### src/rtl/mips_control_decoder.sv
// mips_control_decoder: combinational opcode/funct decode to a 22-bit control word plus sticky illegal flag
module mips_control_decoder #(
  parameter int CW_W = 22
) (
  input  logic            clk,
  input  logic            rst_n,
  input  logic [5:0]      opcode,
  input  logic [5:0]      funct,
  output logic [CW_W-1:0] control_word,
  output logic            illegal_op,
  output logic            illegal_seen
);
  logic [1:0] reg_dst, alu_src_b, wb_sel, hilo_we;
  logic       reg_write, mem_read, mem_write, ill;
  logic [4:0] alu_op;
  logic [2:0] pc_src, mem_mode;
  always_comb begin
    reg_dst   = 2'b00;
    reg_write = 1'b0;
    alu_src_b = 2'b00;
    alu_op    = 5'h00;
    pc_src    = 3'b000;
    mem_read  = 1'b0;
    mem_write = 1'b0;
    mem_mode  = 3'b000;
    wb_sel    = 2'b00;
    hilo_we   = 2'b00;
    ill       = 1'b0;
    case (opcode)
      6'h00: begin
        case (funct)
          6'h00, 6'h02, 6'h03, 6'h04, 6'h06, 6'h07,
          6'h20, 6'h21, 6'h22, 6'h23, 6'h24, 6'h25, 6'h26, 6'h27, 6'h2A, 6'h2B: begin
            reg_dst   = 2'b01;
            reg_write = 1'b1;
          end
          default: ;
        endcase
        case (funct)
          6'h20: alu_op = 5'h00;
          6'h21: alu_op = 5'h01;
          6'h22: alu_op = 5'h02;
          6'h23: alu_op = 5'h03;
          6'h24: alu_op = 5'h04;
          6'h25: alu_op = 5'h05;
          6'h26: alu_op = 5'h06;
          6'h27: alu_op = 5'h07;
          6'h2A: alu_op = 5'h08;
          6'h2B: alu_op = 5'h09;
          6'h00: alu_op = 5'h0A;
          6'h02: alu_op = 5'h0B;
          6'h03: alu_op = 5'h0C;
          6'h04: alu_op = 5'h0D;
          6'h06: alu_op = 5'h0E;
          6'h07: alu_op = 5'h0F;
          6'h08: begin alu_op = 5'h15; pc_src = 3'b111; end
          6'h09: begin
            reg_dst = 2'b01; reg_write = 1'b1; alu_op = 5'h15; pc_src = 3'b111; wb_sel = 2'b10;
          end
          6'h10: begin reg_dst = 2'b01; reg_write = 1'b1; alu_op = 5'h16; wb_sel = 2'b11; end
          6'h12: begin reg_dst = 2'b01; reg_write = 1'b1; alu_op = 5'h17; wb_sel = 2'b11; end
          6'h11: begin alu_op = 5'h15; hilo_we = 2'b01; end
          6'h13: begin alu_op = 5'h15; hilo_we = 2'b10; end
          6'h18: begin alu_op = 5'h11; hilo_we = 2'b11; end
          6'h19: begin alu_op = 5'h12; hilo_we = 2'b11; end
          6'h1A: begin alu_op = 5'h13; hilo_we = 2'b11; end
          6'h1B: begin alu_op = 5'h14; hilo_we = 2'b11; end
          default: ill = 1'b1;
        endcase
      end
      6'h01: begin alu_op = 5'h03; pc_src = 3'b101; end
      6'h02: pc_src = 3'b110;
      6'h03: begin reg_dst = 2'b10; reg_write = 1'b1; pc_src = 3'b110; wb_sel = 2'b10; end
      6'h04: begin alu_op = 5'h03; pc_src = 3'b001; end
      6'h05: begin alu_op = 5'h03; pc_src = 3'b010; end
      6'h06: begin alu_op = 5'h03; pc_src = 3'b011; end
      6'h07: begin alu_op = 5'h03; pc_src = 3'b100; end
      6'h08: begin reg_write = 1'b1; alu_src_b = 2'b01; alu_op = 5'h00; end
      6'h09: begin reg_write = 1'b1; alu_src_b = 2'b01; alu_op = 5'h01; end
      6'h0A: begin reg_write = 1'b1; alu_src_b = 2'b01; alu_op = 5'h08; end
      6'h0B: begin reg_write = 1'b1; alu_src_b = 2'b01; alu_op = 5'h09; end
      6'h0C: begin reg_write = 1'b1; alu_src_b = 2'b10; alu_op = 5'h04; end
      6'h0D: begin reg_write = 1'b1; alu_src_b = 2'b10; alu_op = 5'h05; end
      6'h0E: begin reg_write = 1'b1; alu_src_b = 2'b10; alu_op = 5'h06; end
      6'h0F: begin reg_write = 1'b1; alu_src_b = 2'b10; alu_op = 5'h10; end
      6'h20, 6'h21, 6'h22, 6'h23, 6'h24, 6'h25, 6'h26: begin
        reg_write = 1'b1;
        alu_src_b = 2'b01;
        alu_op    = 5'h01;
        mem_read  = 1'b1;
        wb_sel    = 2'b01;
        mem_mode  = opcode == 6'h20 ? 3'b011 : opcode == 6'h21 ? 3'b001 :
                    opcode == 6'h22 ? 3'b101 : opcode == 6'h24 ? 3'b100 :
                    opcode == 6'h25 ? 3'b010 : opcode == 6'h26 ? 3'b110 : 3'b000;
      end
      6'h28, 6'h29, 6'h2A, 6'h2B, 6'h2E: begin
        alu_src_b = 2'b01;
        alu_op    = 5'h01;
        mem_write = 1'b1;
        mem_mode  = opcode == 6'h28 ? 3'b011 : opcode == 6'h29 ? 3'b001 :
                    opcode == 6'h2A ? 3'b101 : opcode == 6'h2E ? 3'b110 : 3'b000;
      end
      default: ill = 1'b1;
    endcase
  end
  assign illegal_op   = ill;
  assign control_word = ill ? '0 : {reg_dst, reg_write, alu_src_b, alu_op, pc_src,
                                    mem_read, mem_write, mem_mode, wb_sel, hilo_we};
  always_ff @(posedge clk or negedge rst_n)
    if (!rst_n) illegal_seen <= 1'b0;
    else if (ill) illegal_seen <= 1'b1;
endmodule

### config.mk
export PLATFORM = sky130hd
export DESIGN_NAME = mips_control_decoder
export DESIGN_NICKNAME = d
export VERILOG_FILES = /design/src/rtl/mips_control_decoder.sv
export SDC_FILE = /design/constraint.sdc
export NUM_CORES = 1
export LEC_CHECK = 0
export CAP_MARGIN = 10
export CORE_UTILIZATION = 31
export CTS_CLUSTER_DIAMETER = 150
export CTS_CLUSTER_SIZE = 16
export DETAILED_ROUTE_END_ITERATION = 8
export GPL_ROUTABILITY_DRIVEN = 1
export GPL_TIMING_DRIVEN = 0
export PLACE_DENSITY = 0.71
export SLEW_MARGIN = 20
export SYNTH_ARGS = -nofsm -noshare
export SYNTH_HDL_FRONTEND = slang
export SYNTH_SLANG_ARGS = --single-unit
### constraint.sdc
create_clock -name clk -period 2.37 [get_ports clk]
set_input_delay 0.711 -clock clk [delete_from_list [all_inputs] [get_ports clk]]
set_output_delay 0.711 -clock clk [all_outputs]
set_load 0.01 [all_outputs]
# After elaboration in Yosys (flattened, before gate mapping)

Cells that the tools add are included.

Flip-flop bits (word level): 1
Bits in latches: 0
Bits in writable memories: 0
ROM bits: 0
Input bits: 14
Output and inout bits: 24
Logic and storage cells: 102
Memories kept: 0

Add/sub/neg operators: 0
$mul: 0
Div/mod/pow operators: 0
Order comparisons: 0
Eq/ne operators: 52
Shift-type cells: 0
Multiplexer cells: 31
Bitwise logic cells: 0
Reductions and logical operators: 18

Operator list:

| operator                                                        | number |
|---|---|
| 6-bit == test, second input constant                            | 22 |
| 5-bit case mux with 22 select lines                             | 1 |
| 6-bit by 4-bit == test with 1-bit output, second input constant | 10 |
| 6-bit by 5-bit == test with 1-bit output, second input constant | 8 |
| 16-bit OR reduction                                             | 3 |
| 5-bit case mux with 9 select lines                              | 1 |
| 6-bit by 3-bit == test with 1-bit output, second input constant | 7 |
| 3-bit two-way mux                                               | 11 |
| 27-bit OR reduction                                             | 1 |
| 26-bit OR reduction                                             | 1 |
| 6-bit by 2-bit == test with 1-bit output, second input constant | 4 |
| 22-bit two-way mux                                              | 1 |
| 3-bit case mux with 7 select lines                              | 1 |
| 13-bit OR reduction                                             | 1 |
| 6-bit logical NOT                                               | 2 |
| 2-bit case mux with 2 select lines                              | 3 |
| 2-bit case mux with 3 select lines                              | 2 |
| 4-bit OR reduction                                              | 3 |
| 5-bit OR reduction                                              | 2 |
| 7-bit OR reduction                                              | 1 |
| 6-bit by 1-bit == test with 1-bit output, second input constant | 1 |
| 1-bit two-way mux                                               | 6 |
| 3-bit case mux with 2 select lines                              | 1 |
| 2-bit OR reduction                                              | 3 |
| other kinds (3)                                                 | 5 |

# Depth between registers and ports, before layout

Depth after elaboration: 9
Mapped depth: 6
Gate-level depth less buffers: 5

# Worst setup path after synthesis

Ideal clock, no wire load.

Kind: in2out
Start: in funct[3]
End: out control_word[15]
Arrival time: 1.688 ns
Required time: 1.659 ns
Slack: -0.029 ns
Stages on the path: 5
Path buffers: 1
Path through: buf_2 -> nor2_1 -> a22o_1 -> a32oi_1 -> nor4_1

Cells in the longest elaborated chain, start to end: 5
Elaborated cells between the ends (all ways): 33

Ends and longest elaborated chain:

| item                                                                                     | RTL line | text |
|---|---|---|
| start: declaration                                                                       | 8        | `input logic [5:0] funct,` |
| 6-bit by 4-bit == test with 1-bit output (tied with other cells)                         | 39       | `case (funct)` |
| 4-bit OR reduction (no source line) or 26-bit OR reduction (tied branches)               | -        |  |
| 5-bit case mux with 22 select lines or 1-bit two-way mux (tied branches)                 | 39       |  |
| 5-bit case mux with 9 select lines or 1-bit case mux with 2 select lines (tied branches) | 29       | `case (opcode)` |
| 22-bit two-way mux *                                                                     | 107      | `assign control_word = ill ? '0 : {reg_dst, reg_write, alu_src_b, alu_op, pc_src,` |
| end: declaration                                                                         | 9        | `output logic [CW_W-1:0] control_word,` |

Every way passes the cells marked *; elsewhere a longest branch is shown, timed or not.

# Final worst setup path

Start: in funct[2]
End: out control_word[14]

The elaborated chain is that of the path after synthesis.

==> out/summary.txt <==
status: finished with violations
failing checks: negative setup slack
sequential share of the synthesized area: 0.03155
Syn Nets: 150
number of synthesized register bits: 1
Synth-to-Final Area Change: 114.2%
vias per cell: 6.175
Die Height: 52.59 um
initial antenna violation count: 0
Std-Cell Rows: 17
# IOs: 38
Worst-path clk slew: 0 ns
Final Hold Viols: 0
placed cell count: 200
DRT iter0 DRCs: 51
routed wire length: 4036 um
die footprint: 2765 um2
largest net degree at the start of global routing: 11
pwr dens: 185.1 nW/um2
worst path required time: 1.66 ns
Crit. End Element: output pin
initial core utilization: 0.3421
Final WS setup: -0.3068 ns
# nets final: 222
fmax: 0.3736 GHz
final worst path period need: 2.677 ns
RSZ-0062 raised after global routing: true
Syn Std Cell Area: 793.3 um2
critical path startpoint category: input port
FF/Latch Area: 25.02 um2
Final Cycle Share: 1.129
VDD IR-drop max: 0.0001119 V
Routed Antenna Nets: 0
Leakage: 0.7716 nW
final instance count without filler cells: 234
DR vias: 1445
Final Skew: 0 ns
Biggest register: illegal_seen
Slew HR: 0.7827
Die X: 52.59 um
Max Cap Viol: 0
share of layout cells above drive strength 1: 0.5874
final setup violating endpoints: 12
hold_buf cts: 0
synth warn: 0
Placer Congestion: 0.8795
Worst Path Class, Setup: input port to output pin
average wire per standard cell: 17.25 um
Avg Cell Area, Syn: 5.833 um2
worst skew pair latency: 0 ns
router iterations before antenna repair: 4
grt total ovfl: 0
CP Data Arrival Time: 1.97 ns
Cells after Synth: 136
final hold slack: 0.4547 ns
Top Registers: illegal_seen: 1 flops
Tot GR Track Use: 0.2977
Antenna Cells: 0
Worst Tran Pin Value: 0.3252 ns
via count of the first global-routing pass: 1322
final max-slew violation count: 0
Post-DP HPWL: 2112 um
multi-input logic area: 903.4 um2
Port Buffer Count: 36
worst min path class: flop to flop
Critical Path Fanout Max: 4
max FFs per register: 1
number of fillers in the final layout: 189
detailed-route DRC error count: 0
core footprint: 2318 um2
Distinct cells, synth: 44
first-pass GRT wire length: 6299 um
-- per-layer routing --
layer	vias up	GRT usage	part of all wire
met5	-	0	0
met3	20	0.01739	0.061
li1	655	-	-
met4	0	0.1228	0.039
met1	667	0.3476	0.37
met2	103	0.5506	0.53
-- kinds of logic after synthesis --
logic type | count (synthesis) | share of synthesized area
AND/OR/NAND/NOR | 58 | 0.3580
XOR/XNOR | 1 | 0.01104
AO/OA/AOI/OAI | 54 | 0.4511
buffers and inverters | 20 | 0.1230
flip-flops | 1 | 0.03154
multiplexers | 2 | 0.02524
-- cells in the final DEF (no fill, tap or decap), types with 3 or more instances in the layout --
master         netlist  final
nand2_1             10     10
buf_2                9     19
nor3_1               7      5
o211ai_1             3      3
dlygate4sd2_1        0      3
nor2_4               0      6
nor2_2               2      3
inv_1                6      5
a21oi_1             14     11
buf_6                1     24
buf_4                1     29
nor2_1              19     12
o21ai_0             11      7
o21ai_1              1      3
o22ai_2              0      3
-- layout make-up --
class                      count  share of cell area
inverter                       7             0.01841
tap                           28             0.02062
buffer                        13             0.08910
multi-input combinational    115              0.5317
sequential                     1             0.01473
timing repair buffer          70              0.3255
-- final timing paths --
path | startpoint | end | slack, ns | cells past startpoint
max | funct[2] | control_word[14] | -0.31 | 9
min | illegal_seen$_DFFE_PN0P_ | illegal_seen$_DFFE_PN0P_ | 0.45 | 1
max reg2reg | illegal_seen$_DFFE_PN0P_ | illegal_seen$_DFFE_PN0P_ | 1.67 | 1
min reg2reg | illegal_seen$_DFFE_PN0P_ | illegal_seen$_DFFE_PN0P_ | 0.45 | 1
max in group asynchronous | rst_n | illegal_seen$_DFFE_PN0P_ | 1.40 | 1
min in group asynchronous | rst_n | illegal_seen$_DFFE_PN0P_ | 0.87 | 1
-- report_power, final --
part           total (W)                 switching (W)  internal (W)
logic           0.000297                      0.000151      0.000146
clock network          0                             0             0
registers      0.0000174  0.00000000000000000000000712     0.0000174
total           0.000315                      0.000151      0.000163
-- metrics by stage --
step	util	cell area (um2)	setup slack, ns	total power [W]	TNS (ns)
2_1_floorplan	-	804.5	-0.001651	0.0001308	-0.001651
3_3_place_gp	0.5175	1200	-1.147	0.0002009	-21.65
3_5_place_dp	0.5175	1200	-1.132	0.0002038	-21.63
4_1_cts	0.6843	1587	-0.2486	0.0002774	-1.768
5_1_grt	0.7329	1699	-0.3355	0.0003321	-2.824
6_report	0.7329	1699	-0.3068	0.0003145	-2.257
-- worst max-delay path: stages --
cell,delay [ns]
buf_6,0.09
buf_6,0.11
buf_6,0.12
o211ai_1,0.20
o2111ai_2,0.18
o211ai_1,0.17
buf_4,0.19
o22ai_2,0.06
buf_2,0.15
-- what timing repair did --
item / CTS / global route
buffers inserted: 28 / 4
endpoints found under the setup margin: 24 / 21
pin swaps: 28 / 17
gates cloned: 2 / 0
resized for setup: 204 / 30
-- synthesized netlist by cell type (all sizes together) --
library cell	n	area, um2
and3	2	12.51
o2bb2ai	1	8.760
or3	1	6.260
o21ai	12	60.05
a21oi	15	78.83
o221a	2	22.52
a311oi	1	8.760
o21bai	1	7.510
and3b	2	17.52
nor2	21	83.83
nand2	10	37.54
nor3b	2	15.01
nand2b	2	12.51
inv	7	26.27
o2111ai	1	8.760
a31oi	3	18.77
a311o	1	10.01
a211oi	1	7.510
a2111oi	1	8.760
o211ai	3	22.52
nand3	4	20.02
nor3	7	35.03
or2	1	6.260
a41o	1	10.01
clkbuf	2	7.510
o22ai	4	25.02
buf	11	63.81
a2bb2oi	1	8.760
a22o	2	17.52
o31ai	1	7.510
dfrtp	1	25.02
nor2b	2	12.51
a211o	1	8.760
nor4	2	12.51
and2	2	12.51
a32oi	2	17.52
mux2i	2	20.02
xnor2	1	8.760
Note: power is estimated with default switching activity, not from simulation.
